`config.mk`:
```
export PLATFORM = sky130hd
export DESIGN_NAME = branch_predictor
export DESIGN_NICKNAME = d
export VERILOG_FILES = /design/src/rtl/branch_predictor.sv
export SDC_FILE = /design/constraint.sdc
export NUM_CORES = 2
export LEC_CHECK = 0
export CAP_MARGIN = 20
export CORE_MARGIN = 3
export CORE_UTILIZATION = 55
export DETAILED_ROUTE_END_ITERATION = 7
export PLACE_DENSITY = 0.76
export SYNTH_ARGS = -nofsm -noshare
export SYNTH_HDL_FRONTEND = slang
export SYNTH_SLANG_ARGS = --single-unit
```
`constraint.sdc`:
```
create_clock -name clk -period 15.09 [get_ports clk]
set_input_delay 1.509 -clock clk [delete_from_list [all_inputs] [get_ports clk]]
set_output_delay 1.509 -clock clk [all_outputs]
set_load 0.02 [all_outputs]
```
`src/rtl/branch_predictor.sv`:
```
// Branch unit: BHT (2-bit counters) + tagged BTB for IF prediction, EX resolve/update with registered redirect.
// Latency: prediction is combinational; redirect is registered, one cycle after the mispredicting EX cycle.
// Backpressure: none; EX in the redirect cycle is wrong-path and squashed. Optional statistics via BP_STATS_EN.
module branch_predictor #(
    parameter int         XLEN      = 32,
    parameter int         BHT_DEPTH = 64,
    parameter logic [1:0] CNT_INIT  = 2'b01
) (
    input  logic            clk,
    input  logic            rstn,
    input  logic            if_valid,
    input  logic [XLEN-1:0] if_pc,
    output logic            pred_taken,
    output logic [XLEN-1:0] pred_target,
    input  logic            ex_valid,
    input  logic [XLEN-1:0] ex_pc,
    input  logic [3:0]      ex_branch_sel,
    input  logic [XLEN-1:0] ex_sr1,
    input  logic [XLEN-1:0] ex_sr2,
    input  logic [XLEN-1:0] ex_imm,
    input  logic            ex_pred_taken,
    input  logic [XLEN-1:0] ex_pred_target,
    output logic            redirect,
    output logic [XLEN-1:0] redirect_pc,
    output logic [31:0]     branch_cnt,
    output logic [31:0]     mispred_cnt
);

    localparam int IDX_W = $clog2(BHT_DEPTH);
    localparam int TAG_W = XLEN - IDX_W - 2;

    localparam logic [3:0] SEL_OFFPC = 4'd1;
    localparam logic [3:0] SEL_NE    = 4'd2;
    localparam logic [3:0] SEL_EQ    = 4'd3;
    localparam logic [3:0] SEL_LT    = 4'd4;
    localparam logic [3:0] SEL_LTU   = 4'd5;
    localparam logic [3:0] SEL_GE    = 4'd6;
    localparam logic [3:0] SEL_GEU   = 4'd7;
    localparam logic [3:0] SEL_JALR  = 4'd8;

    localparam logic [XLEN-1:0] JALR_MASK = {{(XLEN-1){1'b1}}, 1'b0};

    typedef struct packed {
        logic [TAG_W-1:0] tag;
        logic [XLEN-1:0]  target;
    } btb_ent_t;

    logic [1:0]           cnt_q [BHT_DEPTH];
    logic [BHT_DEPTH-1:0] btb_vld_q;
    btb_ent_t             btb_q [BHT_DEPTH];

    // ---------------- IF-side prediction ----------------
    logic [IDX_W-1:0] if_idx;
    logic [TAG_W-1:0] if_tag;
    logic             if_hit;

    assign if_idx      = if_pc[IDX_W+1:2];
    assign if_tag      = if_pc[XLEN-1:IDX_W+2];
    assign if_hit      = btb_vld_q[if_idx] && (btb_q[if_idx].tag == if_tag);
    assign pred_taken  = if_valid && if_hit && cnt_q[if_idx][1];
    assign pred_target = pred_taken ? btb_q[if_idx].target : if_pc + XLEN'(4);

    // ---------------- EX-side resolve ----------------
    logic             ex_is_br;
    logic             ex_taken;
    logic [XLEN-1:0]  ex_target;
    logic [XLEN-1:0]  jalr_sum;
    logic [IDX_W-1:0] ex_idx;
    logic [TAG_W-1:0] ex_tag;
    logic             ex_upd;
    logic             mispred;
    logic [1:0]       cnt_nxt;

    always_comb begin
        ex_is_br = 1'b0;
        ex_taken = 1'b0;
        case (ex_branch_sel)
            SEL_OFFPC: begin ex_is_br = 1'b1; ex_taken = 1'b1; end
            SEL_NE:    begin ex_is_br = 1'b1; ex_taken = (ex_sr1 != ex_sr2); end
            SEL_EQ:    begin ex_is_br = 1'b1; ex_taken = (ex_sr1 == ex_sr2); end
            SEL_LT:    begin ex_is_br = 1'b1; ex_taken = ($signed(ex_sr1) < $signed(ex_sr2)); end
            SEL_LTU:   begin ex_is_br = 1'b1; ex_taken = (ex_sr1 < ex_sr2); end
            SEL_GE:    begin ex_is_br = 1'b1; ex_taken = ($signed(ex_sr1) >= $signed(ex_sr2)); end
            SEL_GEU:   begin ex_is_br = 1'b1; ex_taken = (ex_sr1 >= ex_sr2); end
            SEL_JALR:  begin ex_is_br = 1'b1; ex_taken = 1'b1; end
            default:   ;
        endcase
    end

    assign jalr_sum  = ex_sr1 + ex_imm;
    assign ex_target = (ex_branch_sel == SEL_JALR) ? (jalr_sum & JALR_MASK) : ex_pc + ex_imm;
    assign ex_idx    = ex_pc[IDX_W+1:2];
    assign ex_tag    = ex_pc[XLEN-1:IDX_W+2];

    // An EX op arriving while redirect is high is wrong-path and must leave no trace.
    assign ex_upd  = ex_valid && ex_is_br && !redirect;
    assign mispred = ex_upd && ((ex_taken != ex_pred_taken) ||
                                (ex_taken && ex_pred_taken && (ex_pred_target != ex_target)));

    always_comb begin
        cnt_nxt = cnt_q[ex_idx];
        if (ex_taken) begin
            if (cnt_nxt != 2'b11) cnt_nxt = cnt_nxt + 2'd1;
        end else begin
            if (cnt_nxt != 2'b00) cnt_nxt = cnt_nxt - 2'd1;
        end
    end

    // ---------------- table state ----------------
    always_ff @(posedge clk or negedge rstn) begin
        if (!rstn) begin
            for (int i = 0; i < BHT_DEPTH; i++) cnt_q[i] <= CNT_INIT;
            btb_vld_q <= '0;
        end else if (ex_upd) begin
            cnt_q[ex_idx] <= cnt_nxt;
            if (ex_taken) btb_vld_q[ex_idx] <= 1'b1;
        end
    end

    // Tag/target payload is qualified by btb_vld_q, so it needs no reset.
    always_ff @(posedge clk) begin
        if (ex_upd && ex_taken) begin
            btb_q[ex_idx] <= '{tag: ex_tag, target: ex_target};
        end
    end

    // ---------------- redirect ----------------
    always_ff @(posedge clk or negedge rstn) begin
        if (!rstn) begin
            redirect    <= 1'b0;
            redirect_pc <= '0;
        end else begin
            redirect <= mispred;
            if (mispred) redirect_pc <= ex_taken ? ex_target : ex_pc + XLEN'(4);
        end
    end

    // ---------------- statistics ----------------
`ifdef BP_STATS_EN
    logic [31:0] branch_cnt_q;
    logic [31:0] mispred_cnt_q;

    always_ff @(posedge clk or negedge rstn) begin
        if (!rstn) begin
            branch_cnt_q  <= '0;
            mispred_cnt_q <= '0;
        end else begin
            if (ex_upd && (branch_cnt_q != 32'hFFFF_FFFF))  branch_cnt_q  <= branch_cnt_q + 32'd1;
            if (mispred && (mispred_cnt_q != 32'hFFFF_FFFF)) mispred_cnt_q <= mispred_cnt_q + 32'd1;
        end
    end

    assign branch_cnt  = branch_cnt_q;
    assign mispred_cnt = mispred_cnt_q;
`else
    assign branch_cnt  = '0;
    assign mispred_cnt = '0;
`endif

endmodule

```
==> impl_metrics.env <==
export IMPL_wire_per_inst_um=40.27
export IMPL_dp_cells=11490
export IMPL_outcome="finished, final reports clean"
export IMPL_r2r_end="btb_q[18][46]$_DFFE_PP_"
export IMPL_grt_pass1_vias=86340
export IMPL_synth_seq_area_share_pct=73.39
export IMPL_io_buffers=266
export IMPL_cts_tree="done"
export IMPL_required_ps=13580
export IMPL_slew_headroom_pct=16.06
export IMPL_synth_edff_count=3584
export IMPL_regArea_um2=113300
export IMPL_path_clk_slew_ps=60
export IMPL_crit_slowest_cell="nor3_4"
export IMPL_ys_warn_count=0
export IMPL_coreArea_um2=277900
export IMPL_crit_buf_inv=5
export IMPL_ir_worst_vdd_v=0.0001095
export IMPL_regToRegSetupSlack_ps=9740
export IMPL_cp_depth=15
export IMPL_fill_cells=17870
export IMPL_post_place_ws_ps=4869
export IMPL_worstHoldStart="btb_vld_q[62]$_DFFE_PN0P_"
export IMPL_reg2reg_from="redirect$_DFF_PN0_"
export IMPL_hold_depth=1
export IMPL_crit_path_start_kind="input pin"
export IMPL_dpl_hpwl_um=269300
export IMPL_skew_ps=52.13
export IMPL_worstRegToRegCells=7
export IMPL_clockBufferDepth=4
export IMPL_post_cts_resized=0
export IMPL_setup_tns_final_ps=0
export IMPL_path_delay_family="buffers and inverters"
export IMPL_rsz0062_at_grt="false"
export IMPL_synth_cells=7666
export IMPL_avgSynthCellArea_um2=20.14
export IMPL_fp_dieW_um=535.9
export IMPL_fmax_ghz=0.09566
export IMPL_fin_area_um2=174900
export IMPL_grt_max_degree=147
export IMPL_synthDistinctLibCells=80
export IMPL_initialDrtViolationCount=15670
export IMPL_dieArea_um2=287200
export IMPL_finalSetupViolCount=0
export IMPL_synth_top_flop_cell="edfxtp_1"
export IMPL_whs_endpoint="btb_vld_q[62]$_DFFE_PN0P_"
export IMPL_worst_pin_slew_ps=1259
export IMPL_overflow=0
export IMPL_via_per_inst=7.092
export IMPL_root_buffer="clkbuf_16"
export IMPL_cts_sinks=3809
export IMPL_cts_setup_buffers=0
export IMPL_critical_path_arrival_ps=8950
export IMPL_cts_buffers=374
export IMPL_synthArstFlopShare_pct=5.907
export IMPL_routed_wl_um=491700
export IMPL_antenna_found_initial=54
export IMPL_p_per_area_nw_per_um2=133.7
export IMPL_layout_drive_gt1_share_pct=26.10
export IMPL_critPathMaxStageDelay_ps=890
export IMPL_mappedNetlistArea_um2=154400
export IMPL_hp_class="flop to flop"
export IMPL_ctsHoldBuffers=0
export IMPL_critPathKind="input pin to output pin"
export IMPL_cp_cell_sequence="buf_16 > buf_12 > buf_12 > mux4_2 > mux4_2 > a21oi_1 > xor2_1 > nand4_1 > nor4_1 > o21ai_0 > nor3_4 > buf_4 > mux2i_1 > o311ai_0 > clkdlybuf4s50_1"
export IMPL_end_kind="output pin"
export IMPL_grt_pass1_wl_um=681400
export IMPL_drc=0
export IMPL_p_leak_nw=56.67
export IMPL_period_share_pct=69.28
export IMPL_finalNetCount=8470
export IMPL_row_count=193
export IMPL_setup_ws_ps=4636
export IMPL_drtAntennaViolNets=0
export IMPL_synthToLayoutAreaGrowth_pct=13.25
export IMPL_cp_max_fo=114
export IMPL_placed_area_um2=162600
export IMPL_cts_htree_levels=5
export IMPL_die_y_um=535.9
export IMPL_globalplace_congestion=0.9343
export IMPL_synth_ff_latch_count=3809
export IMPL_fin_cells=12210
export IMPL_via_count=86600
export IMPL_hold_viol=0
export IMPL_start_util_pct=55.56
export IMPL_track_usage_pct=34.34
export IMPL_slew_viol_final=0
export IMPL_ios=331
export IMPL_multi_input_area_um2=39560
export IMPL_drtPass1Iterations=8
export IMPL_drv_cap=0
export IMPL_finalCriticalPeriod_ps=10450
export IMPL_clock_insertion_delay_worst_skew_ps=890
==> cells in the final DEF, fill, tap and decap left out, types with 83 or more instances in the layout <==
| cell type | instances |
|---|---|
| xnor2_1 | 103 |
| clkinv_1 | 83 |
| mux2i_1 | 163 |
| a22oi_1 | 106 |
| ha_1 | 96 |
| nor2_1 | 153 |
| clkdlybuf4s50_1 | 235 |
| a21oi_1 | 155 |
| buf_4 | 266 |
| clkbuf_16 | 384 |
| dfrtp_1 | 161 |
| mux4_2 | 1031 |
| nand3_1 | 122 |
| o21ai_0 | 190 |
| edfxtp_1 | 3584 |
| nand2_1 | 271 |
==> state kept, by name, summed over array words and instances (netlist names) <==
| register | cells |
|---|---|
| btb_vld_q | 64 |
| redirect_pc | 32 |
| btb_q | 3584 |
| redirect | 1 |
| cnt_q | 128 |
==> Yosys cell counts (all sizes together) (13+ instances only) <==
master / count / area [um^2]
ha: 96 / 1201
nor2: 196 / 735.7
clkbuf: 263 / 987.2
xor2: 80 / 700.7
and3: 33 / 206.5
mux2: 107 / 1295
o21ai: 198 / 991.0
nand2: 273 / 1025
nand3: 123 / 615.6
xnor2: 104 / 910.9
or2: 67 / 419.2
a211o: 13 / 113.9
a31oi: 28 / 175.2
nand2b: 23 / 143.9
a22oi: 106 / 795.8
a21oi: 157 / 785.8
mux2i: 170 / 1714
a221oi: 25 / 219.0
a211oi: 28 / 210.2
nor2b: 44 / 275.3
nor3: 59 / 300.3
a22o: 28 / 245.2
a21o: 31 / 232.7
nand4: 65 / 406.6
edfxtp: 3584 / 107600
o22ai: 17 / 106.4
mux4: 1031 / 23220
a2111oi: 13 / 120.1
and2: 16 / 100.1
dfstp: 64 / 1682
dfrtp: 161 / 4029
inv: 78 / 292.8
buf: 224 / 1169
nor4: 17 / 112.6
==> metal layers <==
metal / global-route usage [%] / wire (um) / up-vias
met5: 0 / 302 / -
met4: 19.96 / 34680 / 40
met3: 10.80 / 76010 / 1610
met2: 51.72 / 224200 / 7977
met1: 44.48 / 156500 / 44330
li1: - / - / 32640
==> stage by stage <==
step	util [%]	hold WS [ps]	total power [mW]
floorplan	-	440.0	13.39
global placement	58.48	451.9	14.21
detailed placement	58.51	453.9	14.27
CTS	62.82	467.7	23.36
global route	62.90	481.6	23.88
finish	62.92	465.6	23.38
==> power breakdown <==
group | switching [mW] | internal (mW)
sequential | 0.0629 | 12.0
clock | 4.01 | 5.26
combinational | 1.37 | 0.711
==> cell type report <==
type	instances	area share [%]
Sequential cell	3809	64.81
Antenna cell	37	0.05294
Timing Repair Buffer	553	2.865
Inverter	78	0.1674
Multi-Input combinational cell	3355	22.62
Clock inverter	209	1.132
Clock buffer	464	5.706
Tap cell	3705	2.651
==> how the worst max path moves through the flow <==
stage | start | to | slack (ps)
floorplan | ex_branch_sel[0] | btb_vld_q[50]$_DFFE_PN0P_ | 6570
global placement | if_pc[2] | pred_target[7] | 4870
detailed placement | if_pc[2] | pred_target[7] | 4870
CTS | if_pc[2] | pred_target[7] | 4630
global route | if_pc[2] | pred_target[7] | 4320
finish | if_pc[2] | pred_target[7] | 4640
==> cells by family after synthesis <==
group | count (synthesis) | synth area share [%]
flops | 3809 | 73.39
mux | 1308 | 16.99
buf+inv | 565 | 1.586
fa+ha+maj | 99 | 0.8102
simple gates | 960 | 3.042
xor+xnor | 186 | 1.074
compound gates | 738 | 3.108
other cells | 1 | 0.002428
No activity file was read; power rests on OpenSTA's default activity.
